--- src/rtl/load_store_unit_pkg.sv ---
`default_nettype none
// ---------------------------------------------------------------------------
// load_store_unit_pkg : shared types and constants for the load/store unit
// Revision: 1.0
// ---------------------------------------------------------------------------
package load_store_unit_pkg;

  localparam int LSU_ADDR_WIDTH    = 32;
  localparam int LSU_PORT_WIDTH    = 32;
  localparam int LSU_WAY_WIDTH     = 1;
  localparam int LSU_BLOCK_WORDS   = 4;
  localparam int LSU_BYTE_OFFSET_W = 2;
  localparam int LSU_WORD_OFFSET_W = $clog2(LSU_BLOCK_WORDS);
  localparam int LSU_LINE_OFFSET_W = LSU_WORD_OFFSET_W + LSU_BYTE_OFFSET_W;

  typedef enum logic [1:0] {
    ST_IDLE     = 2'd0,
    ST_COMPARE  = 2'd1,
    ST_MISS_REQ = 2'd2,
    ST_REFILL   = 2'd3
  } ld_state_e;

  typedef struct packed {
    logic [LSU_WAY_WIDTH-1:0]  way;
    logic [LSU_ADDR_WIDTH-1:0] address;
    logic [LSU_PORT_WIDTH-1:0] data;
  } refill_write_t;

endpackage
`default_nettype wire

--- src/rtl/data_cache_port1_load_controller.sv ---
`default_nettype none
// ---------------------------------------------------------------------------
// data_cache_port1_load_controller : port 1 load lookup and line refill FSM
// Revision: 1.0
// ---------------------------------------------------------------------------
module data_cache_port1_load_controller
  import load_store_unit_pkg::*;
#(
  parameter int ADDR_WIDTH  = 32,
  parameter int PORT_WIDTH  = 32,
  parameter int WAYS_NUMBER = 2,
  parameter int BLOCK_WORDS = LSU_BLOCK_WORDS,
  localparam int WAY_W      = (WAYS_NUMBER > 1) ? $clog2(WAYS_NUMBER) : 1
) (
  input  logic                  clk_i,
  input  logic                  rst_i,
  input  logic                  ldu_req_valid_i,
  input  logic [ADDR_WIDTH-1:0] ldu_address_i,
  output logic                  ldu_req_ready_o,
  output logic [PORT_WIDTH-1:0] ldu_data_o,
  output logic                  ldu_valid_o,
  output logic                  cache_read_o,
  output logic [ADDR_WIDTH-1:0] cache_address_o,
  input  logic                  cache_hit_i,
  input  logic [PORT_WIDTH-1:0] cache_data_i,
  input  logic [WAY_W-1:0]      replace_way_i,
  output logic                  cache_write_o,
  output logic [WAY_W-1:0]      cache_write_way_o,
  output logic [ADDR_WIDTH-1:0] cache_write_address_o,
  output logic [PORT_WIDTH-1:0] cache_write_data_o,
  output logic                  cache_validate_o,
  output logic                  mem_req_o,
  output logic [ADDR_WIDTH-1:0] mem_address_o,
  input  logic                  mem_ack_i,
  input  logic [PORT_WIDTH-1:0] mem_data_i,
  input  logic                  mem_data_valid_i
);

  localparam int OFF_W  = $clog2(BLOCK_WORDS);
  localparam int LINE_W = OFF_W + LSU_BYTE_OFFSET_W;

  ld_state_e state_q, state_d;

  logic [ADDR_WIDTH-1:LSU_BYTE_OFFSET_W] addr_q, addr_d;
  logic [WAY_W-1:0]                      way_q, way_d;
  logic [OFF_W-1:0]                      cnt_q, cnt_d;
  logic [PORT_WIDTH-1:0]                 crit_q, crit_d;
  logic [PORT_WIDTH-1:0]                 ldu_data_q, ldu_data_d;
  logic                                  ldu_valid_q, ldu_valid_d;

  logic [OFF_W-1:0] w_req_offset;
  logic             w_refill_beat;
  logic             w_last;
  logic             w_critical;

  assign w_req_offset  = addr_q[LINE_W-1:LSU_BYTE_OFFSET_W];
  assign w_refill_beat = (state_q == ST_REFILL) && mem_data_valid_i;
  assign w_last        = (cnt_q == OFF_W'(BLOCK_WORDS - 1));
  assign w_critical    = (cnt_q == w_req_offset);

  always_ff @(posedge clk_i) begin
    if (rst_i) begin
      state_q <= ST_IDLE;
    end else begin
      state_q <= state_d;
    end
  end

  always_comb begin
    state_d = state_q;
    case (state_q)
      ST_IDLE:     if (ldu_req_valid_i) state_d = ST_COMPARE;
      ST_COMPARE:  state_d = cache_hit_i ? ST_IDLE : ST_MISS_REQ;
      ST_MISS_REQ: if (mem_ack_i) state_d = ST_REFILL;
      ST_REFILL:   if (w_refill_beat && w_last) state_d = ST_IDLE;
      default:     state_d = ST_IDLE;
    endcase
  end

  // The critical word may be the last one, so it is forwarded directly then.
  always_comb begin
    addr_d      = addr_q;
    way_d       = way_q;
    cnt_d       = cnt_q;
    crit_d      = crit_q;
    ldu_data_d  = ldu_data_q;
    ldu_valid_d = 1'b0;
    case (state_q)
      ST_IDLE: begin
        if (ldu_req_valid_i) addr_d = ldu_address_i[ADDR_WIDTH-1:LSU_BYTE_OFFSET_W];
      end
      ST_COMPARE: begin
        if (cache_hit_i) begin
          ldu_data_d  = cache_data_i;
          ldu_valid_d = 1'b1;
        end else begin
          way_d = replace_way_i;
        end
      end
      ST_MISS_REQ: begin
        if (mem_ack_i) cnt_d = '0;
      end
      ST_REFILL: begin
        if (mem_data_valid_i) begin
          if (w_critical) crit_d = mem_data_i;
          if (w_last) begin
            ldu_data_d  = w_critical ? mem_data_i : crit_q;
            ldu_valid_d = 1'b1;
          end else begin
            cnt_d = cnt_q + OFF_W'(1);
          end
        end
      end
      default: ;
    endcase
  end

  always_ff @(posedge clk_i) begin
    if (rst_i) begin
      addr_q      <= '0;
      way_q       <= '0;
      cnt_q       <= '0;
      crit_q      <= '0;
      ldu_data_q  <= '0;
      ldu_valid_q <= 1'b0;
    end else begin
      addr_q      <= addr_d;
      way_q       <= way_d;
      cnt_q       <= cnt_d;
      crit_q      <= crit_d;
      ldu_data_q  <= ldu_data_d;
      ldu_valid_q <= ldu_valid_d;
    end
  end

  always_comb begin
    ldu_req_ready_o       = (state_q == ST_IDLE);
    cache_read_o          = (state_q == ST_IDLE) && ldu_req_valid_i;
    cache_address_o       = ldu_address_i;
    mem_req_o             = (state_q == ST_MISS_REQ);
    mem_address_o         = {addr_q[ADDR_WIDTH-1:LINE_W], {LINE_W{1'b0}}};
    cache_write_o         = w_refill_beat;
    cache_write_way_o     = way_q;
    cache_write_address_o = {addr_q[ADDR_WIDTH-1:LINE_W], cnt_q, {LSU_BYTE_OFFSET_W{1'b0}}};
    cache_write_data_o    = mem_data_i;
    cache_validate_o      = w_refill_beat && w_last;
    ldu_data_o            = ldu_data_q;
    ldu_valid_o           = ldu_valid_q;
  end

endmodule
`default_nettype wire

--- config.mk ---
export PLATFORM = sky130hd
export DESIGN_NAME = data_cache_port1_load_controller
export DESIGN_NICKNAME = d
export VERILOG_FILES = /design/src/rtl/load_store_unit_pkg.sv /design/src/rtl/data_cache_port1_load_controller.sv
export SDC_FILE = /design/constraint.sdc
export NUM_CORES = 1
export LEC_CHECK = 0
export ABC_CLOCK_PERIOD_IN_PS = 3650
export BUFFER_PORTS_ARGS = -buffer_cell sky130_fd_sc_hd__buf_4
export CORE_MARGIN = 3
export CORE_UTILIZATION = 50
export CTS_BUF_LIST = sky130_fd_sc_hd__clkbuf_4 sky130_fd_sc_hd__clkbuf_8
export CTS_CLUSTER_SIZE = 14
export DETAILED_ROUTE_END_ITERATION = 7
export HOLD_SLACK_MARGIN = 0.12
export PLACE_DENSITY = 0.94
export SLEW_MARGIN = 20
export SYNTH_ARGS = -nofsm -noshare
export SYNTH_HDL_FRONTEND = slang
export SYNTH_SLANG_ARGS = --single-unit
--- constraint.sdc ---
create_clock -name clk_i -period 3.65 [get_ports clk_i]
set_clock_uncertainty 0.15 [all_clocks]
set_input_delay 0.9125 -clock clk_i [delete_from_list [all_inputs] [get_ports clk_i]]
set_output_delay 0.9125 -clock clk_i [all_outputs]
set_load 0.1 [all_outputs]
==> out/qor.json, run 1 <==
{
  "run_status": {
    "run_status": "finished, final reports clean"
  },
  "sta": {
    "finalCriticalPeriod_ps": 2780,
    "clock.fmax_mhz": 359,
    "layout_worst_path_cycle_share_pct": 76.2,
    "grt_setup_unrepaired": "no",
    "slew_violations": 0,
    "pnr_worst_setup_slack_ps": 868,
    "setup_total_negative_slack_ps": 0,
    "setup-violations-final": 0,
    "max_slew.worst_pin.slew_ps": 616,
    "timing.final.hold_violations": 0,
    "hold-worst-slack_ps": 326,
    "slew-limit-headroom_pct": 58.8
  },
  "worst_setup_path": {
    "cp-start-kind": "flop",
    "worst-r2r-cell-count": 5,
    "critical_path.max_stage_delay_ps": 450,
    "worst_path_dominant_cell_family": "flip-flops",
    "crit_fanout": 5,
    "critical_path_class": "reg2out",
    "path_depth": 3,
    "critical-path-slowest-cell": "dfxtp_1",
    "cp_cell_sequence": "ha_1 -> and4_1 -> buf_4",
    "endpoint_type_of_the_worst_setup_path": "primary output",
    "critical_path_required_ps": 2590,
    "crit_arrival_ps": 1720,
    "critPathBufInv": 1
  },
  "synthesis": {
    "synth_top_family_by_area": "buffers and inverters",
    "synth_top_cells_by_count": "129 x buf_4, 100 x dfxtp_1, 67 x mux2i_1",
    "synth-simple-area-share_pct": 9.90,
    "synth-edff-count": 0,
    "post_synth_mux_area_share_pct": 13.5,
    "yosys_warnings": 0,
    "synth_compound_gate_area_share_pct": 12.0,
    "yosysMostFrequentCell": "buf_4",
    "synth_top_cell_area_share_pct": 40.4,
    "post_synth_instance_area_um2": 4950,
    "synth_cell_types": 30,
    "ys_top_cells_by_area": "dfxtp_1 40%, buf_4 20%, mux2i_1 14%",
    "syn_inst": 548,
    "ys_dominant_reg_cell": "dfxtp_1",
    "avgSynthCellArea_um2": 9.04,
    "synth_register_bits": 100,
    "synth_seq_area_share_pct": 40.4,
    "xor_xnor_share_of_the_synthesized_area_pct": 0.354,
    "cell_type_contributing_the_most_total_cell_area_after_synthesis": "dfxtp_1",
    "asyncSetResetFlopFracSynth_pct": 0,
    "post_synth_fa_ha_maj_area_fraction_pct": 0.253
  },
  "place": {
    "dpl.hpwl_um": 10200,
    "finalWeightedCongestion": 0.789,
    "pre_cts_ws_ps": 881,
    "numPortBuffers": 259
  },
  "worst_hold_path": {
    "hold_path_class": "reg2reg",
    "timing.hold.worst_path_depth": 2
  },
  "route": {
    "remaining_routing_drc_violations": 0,
    "drt-pass1-iter-count": 5,
    "drtAntennaViolNets": 0,
    "post_drt_wl_per_cell_um": 16.1,
    "1st_iter_drt_viols": 146,
    "detail_route.vias_per_cell": 5.08,
    "num_vias": 4087,
    "totalWireLength_um": 12900
  },
  "finish": {
    "fillerInstances": 741,
    "diodes": 0,
    "fin_nets": 775,
    "layout-drive-gt1-share_pct": 42.5,
    "area_growth_pct": 25.7
  },
  "global_route": {
    "number_of_antenna_violations_at_the_first_check_in_global_routing": 0,
    "grt_first_pass_wirelength_um": 20400,
    "grt_start_max_net_pins": 40,
    "overflow": 0,
    "grt_pass1_vias": 4070,
    "total_global_routing_track_utilization_pct": 22.4
  },
  "cts": {
    "cts_tree": "done",
    "cts.reportedPaths.clkPinSlew_ps": 90,
    "postCtsHoldBufs": 0,
    "cts.repair_timing.setup_buffer_count": 0,
    "clk-insertion-delay-late_ps": 360,
    "cts_resized": 0,
    "cts_num_sinks": 100,
    "htreeDepth": 3,
    "cts_inserted_buffers": 9,
    "clock_root_cell": "clkbuf_8",
    "cts_max_path_buffers": 2
  },
  "floorplanning": {
    "floorplan.initialDensity_pct": 52.6,
    "dieArea_um2": 11100,
    "std_cell_rows": 35,
    "die_w_um": 106,
    "chipHeight_um": 106,
    "placeableCoreArea_um2": 9420,
    "num_io_pins": 270
  },
  "run": {
    "max_cap_violations": 0
  },
  "power_and_ir_drop": {
    "total_leakage_power_nw": 2.96,
    "power-per-cell-area_nw_per_um2": 498,
    "ir_drop_mv": 0.382
  }
}
==> final timing paths <==
kind	start	end	slack (ps)
worst min register to register	addr_q[2]	addr_q[2]	330
worst max-delay path	cnt_q[0]	cache_validate_o	870
worst max register to register	cnt_q[0]	ldu_data_o[10]	1420
worst min-delay path	addr_q[2]	addr_q[2]	330
==> cell usage in the layout (no fill, tap or decap), types with 2 or more instances in the layout <==
master      Yosys  layout
nor3b_1         2       2
and3_1          2       2
bufinv_16       0       2
mux2i_1        67      67
a22oi_1        32      32
nor2b_1         3       3
nor2_1         39      39
buf_4         129     267
conb_1          1       6
a21oi_1        32      32
o21ai_0        19      19
inv_8           0       2
nand2_1        62      62
clkbuf_8        0       9
and3b_1         2       2
dfxtp_1       100     100
xor2_1          2       2
o21ai_1        14      14
clkinvlp_4      0       2
==> cell families (layout without fill, tap and decap cells) <==
group	count (synthesis)	in the layout
multiplexers	67	67
XOR/XNOR	2	2
AND/OR/NAND/NOR	116	116
AO/OA/AOI/OAI	100	100
other	1	6
adder cells (fa/ha/maj)	1	1
flip-flops	100	100
buffers and inverters	161	284
==> worst register-to-register path: cells and delay by family (launching register included) <==
kind	cells	cell delay [ps]
AO/OA/AOI/OAI	1	80
XOR/XNOR	1	220
buffers and inverters	1	420
flip-flops	1	450
multiplexers	1	300
AND/OR/NAND/NOR	1	530
==> flip-flops by register name, summed over array words and instances, names as in the netlist, named ones only <==
name	count
ldu_valid_o	1
ldu_data_o	32
crit_q	32
addr_q	30
cache_write_way_o	1
cnt_q	2
state_q	1
==> where the power goes <==
| part | switching [mW] | leakage [nW] | total [mW] | internal [mW] |
|---|---|---|---|---|
| combinational | 0.894 | 2.04 | 1.14 | 0.250 |
| clock | 0.396 | 0.110 | 0.794 | 0.398 |
| sequential | 0.0321 | 0.812 | 1.16 | 1.13 |
==> metal layers <==
metal,wire length (um),up-vias,global-route usage [%]
met4,241,0,6.01
li1,-,1949,-
met1,4750,1962,24.4
met2,7140,154,42.5
met3,804,22,5.76
met5,0,-,0
==> through the flow <==
| step | std cells | util, % | power, mW | area [um^2] |
|---|---|---|---|---|
| floorplan | 553 | - | 2.17 | 4970 |
| finish | 805 | 66.1 | 3.10 | 6230 |
| detailed placement | 789 | 63.7 | 2.33 | 6000 |
| global route | 805 | 66.1 | 3.21 | 6230 |
| CTS | 805 | 66.1 | 3.12 | 6230 |
| global placement | 789 | 63.7 | 2.32 | 6000 |
==> area by class of cell <==
| type | instances | area, um^2 | share of cell area, % |
|---|---|---|---|
| clock buffers | 9 | 124 | 1.99 |
| well taps | 129 | 161 | 2.59 |
| flip-flops and latches | 100 | 2000 | 32.2 |
| multi-input cells | 292 | 1820 | 29.3 |
| repair buffers | 267 | 2000 | 32.2 |
| clock inverters | 7 | 106 | 1.71 |
| inverters | 1 | 3.75 | 0.0603 |
Note: power is estimated with default switching activity, not from simulation.
==> inputs of run 2 (changes only) <==
ABC_CLOCK_PERIOD_IN_PS = 2900   (was 3650)
CORE_UTILIZATION = 46   (was 50)
PLACE_DENSITY = 0.88   (was 0.94)
clock period = 2.9 ns   (was 3.65 ns; I/O delays follow)
==> run 2 against run 1 <==
- wire length fell by 5.3%
- clock-buffer cell count increased by 1
- cell area is 0.12% lower
- non-clock buffer count rose by 1
- sequential cell count stayed put
- first-iteration DRC count rose by 1.4%
- final cell count is 0.99% higher
- combinational power grew 26%
- critical endpoint unchanged
- largest cell class unchanged
- largest power group unchanged
==> out/qor.json, run 2 (synthesis gave the netlist of run 1 again) <==
{
  "worst_setup_path": {
    "worst_r2r_endpoint": "ldu_data_o[30]",
    "setup.worst_path.end": "cache_validate_o",
    "worst-r2r-cell-count": {"value": 6, "change": "+1"},
    "endpoint_type_of_the_worst_setup_path": "primary output",
    "crit_arrival": {"value": 1680, "unit": "ps", "change": "-40 ps"},
    "reg2reg_slack": {"value": 930, "unit": "ps", "change": "-490 ps"},
    "critical_path_class": "reg2out",
    "critical_path_required": {"value": 2030, "unit": "ps", "change": "-560 ps"},
    "cp-start-kind": "flop",
    "setup.worst_path.start": "cnt_q[0]",
    "crit_fanout": {"value": 5, "change": "unchanged"},
    "crit-reg2reg-launch": "cnt_q[0]"
  },
  "cts": {
    "cts.reportedPaths.clkPinSlew": {"value": 90, "unit": "ps", "change": "about the same"},
    "cts_max_path_buffers": {"value": 2, "change": "unchanged"},
    "cts_num_sinks": {"value": 100, "change": "unchanged"},
    "cts_resized": {"value": 0, "change": "unchanged"},
    "cts_tree": "done",
    "clk-insertion-delay-late": {"value": 350, "unit": "ps", "change": "about the same"},
    "htreeDepth": {"value": 3, "change": "unchanged"},
    "cts.repair_timing.setup_buffer_count": {"value": 0, "change": "unchanged"},
    "cts_inserted_buffers": {"value": 9, "change": "unchanged"},
    "postCtsHoldBufs": {"value": 0, "change": "unchanged"},
    "clock_root_cell": "clkbuf_8"
  },
  "sta": {
    "clock.fmax_mhz": 392,
    "finalCriticalPeriod_ps": 2550,
    "setup-violations-final": {"value": 0, "change": "unchanged"},
    "grt_setup_unrepaired": "no",
    "setup_total_negative_slack": {"value": 0, "unit": "ps", "change": "unchanged"},
    "hold-worst-slack": {"value": 324, "unit": "ps", "change": "-2.19 ps"},
    "max_slew.worst_pin.slew": {"value": 556, "unit": "ps", "change": "-60.7 ps"},
    "timing.final.hold_violations": {"value": 0, "change": "unchanged"},
    "slew_violations": {"value": 0, "change": "unchanged"},
    "slew-limit-headroom": {"value": 63.0, "unit": "%", "change": "+4.1 points"},
    "layout_worst_path_cycle_share_pct": 88.0
  },
  "run": {
    "max_cap_violations": {"value": 0, "change": "unchanged"}
  },
  "finish": {
    "area_growth_pct": 25.6,
    "fin_nets": {"value": 776, "change": "+0.13%"},
    "layout.cells.most_common_list": "267 x buf_4, 100 x dfxtp_1, 67 x mux2i_1",
    "design_area": {"value": 6220, "unit": "um^2", "change": "-0.12%"},
    "instances_no_fill": {"value": 813, "change": "+0.99%"},
    "layout.cells.most_common": "buf_4",
    "diodes": {"value": 0, "change": "unchanged"},
    "layout-drive-gt1-share": {"value": 42.7, "unit": "%", "change": "+0.23 points"}
  },
  "global_route": {
    "grt_first_pass_wirelength": {"value": 18300, "unit": "um", "change": "-10%"},
    "grt_pass1_vias": {"value": 3819, "change": "-6.2%"},
    "number_of_antenna_violations_at_the_first_check_in_global_routing": {"value": 0, "change": "unchanged"},
    "grt_start_max_net_pins": {"value": 39, "change": "-2.5%"},
    "overflow": {"value": 0, "change": "unchanged"},
    "total_global_routing_track_utilization": {"value": 19.0, "unit": "%", "change": "-3.4 points"}
  },
  "place": {
    "numPlacedInstances": {"value": 797, "change": "+1.0%"},
    "finalWeightedCongestion": {"value": 0.854, "change": "+8.2%"},
    "dpl.hpwl": {"value": 9630, "unit": "um", "change": "-5.2%"},
    "numPortBuffers": {"value": 259, "change": "unchanged"},
    "placement.cell_area": {"value": 6030, "unit": "um^2", "change": "+0.50%"}
  },
  "power_and_ir_drop": {
    "total_leakage_power": {"value": 2.96, "unit": "nW", "change": "-0.30%"},
    "ir_drop": {"value": 0.388, "unit": "mV", "change": "+1.7%"},
    "total_power": {"value": 3.76, "unit": "mW", "change": "+21%"},
    "power-per-cell-area": {"value": 604, "unit": "nW/um^2", "change": "+21%"}
  },
  "worst_hold_path": {
    "hold_path_class": "reg2reg"
  },
  "floorplanning": {
    "die_w": {"value": 110, "unit": "um", "change": "+4.0%"},
    "dieArea": {"value": 12000, "unit": "um^2", "change": "+8.2%"},
    "chipHeight": {"value": 110, "unit": "um", "change": "+4.0%"},
    "floorplan.initialDensity": {"value": 47.5, "unit": "%", "change": "-5.1 points"},
    "placeableCoreArea": {"value": 10400, "unit": "um^2", "change": "+11%"},
    "std_cell_rows": {"value": 37, "change": "+5.7%"},
    "num_io_pins": {"value": 270, "change": "unchanged"}
  },
  "run_status": {
    "run_status": "finished, final reports clean"
  },
  "route": {
    "drtAntennaViolNets": {"value": 0, "change": "unchanged"},
    "post_drt_wl_per_cell": {"value": 15.1, "unit": "um", "change": "-6.2%"},
    "remaining_routing_drc_violations": {"value": 0, "change": "unchanged"},
    "1st_iter_drt_viols": {"value": 148, "change": "+1.4%"},
    "drt-pass1-iter-count": {"value": 4, "change": "-1"},
    "num_vias": {"value": 3996, "change": "-2.2%"},
    "detail_route.vias_per_cell": {"value": 4.92, "change": "-3.2%"},
    "totalWireLength": {"value": 12300, "unit": "um", "change": "-5.3%"}
  }
}
-- run 2: routing by layer --
| layer | up-vias | global-route usage [%] | part of all wire (%) |
|---|---|---|---|
| li1 | 1952 | - | - |
| met1 | 1879 | 22.3 | 39 |
| met4 | 0 | 4.63 | 1.3 |
| met3 | 14 | 3.58 | 5.8 |
| met5 | - | 0 | 0 |
| met2 | 151 | 35.3 | 54 |
-- run 2: where the power goes --
part	internal (mW)	switching [mW]	total (mW)	leakage [nW]
registers	1.42	0.0382	1.46	0.812
logic	0.317	1.12	1.44	2.05
clock network	0.352	0.505	0.858	0.0929
total	2.09	1.67	3.76	2.96
-- run 2: critical path, cell delays in order, from the launching register on --
cell and delay (ps):
dfxtp_1 430, ha_1 270, and4_2 310, buf_4 320
-- run 2: cell type report --
cell class | count | area (um^2)
fillers | 899 | 4200
repair buffers | 268 | 2020
flip-flops and latches | 100 | 2000
multi-input cells | 292 | 1830
well taps | 136 | 170
clock buffers | 10 | 138
clock inverters | 6 | 55.1
inverters | 1 | 3.75
-- run 2: how the worst min path moves through the flow --
| stage | start | end | slack [ps] | depth (start not counted) |
|---|---|---|---|---|
| after floorplan | addr_q[2] | addr_q[2] | 300 | 2 |
| after global routing | addr_q[6] | addr_q[6] | 360 | 2 |
| after detailed placement | addr_q[3] | addr_q[3] | 320 | 2 |
| after global placement | addr_q[9] | addr_q[9] | 310 | 2 |
| after CTS | addr_q[3] | addr_q[3] | 330 | 2 |
| final | addr_q[3] | addr_q[3] | 320 | 2 |
-- run 2: per-stage QoR --
| stage | setup WS [ps] | util, % |
|---|---|---|
| detailed placement | 504 | 57.8 |
| CTS | 334 | 59.7 |
| global route | 264 | 59.7 |
| global placement | 503 | 57.8 |
| floorplan | 70.8 | - |
| finish | 347 | 59.7 |
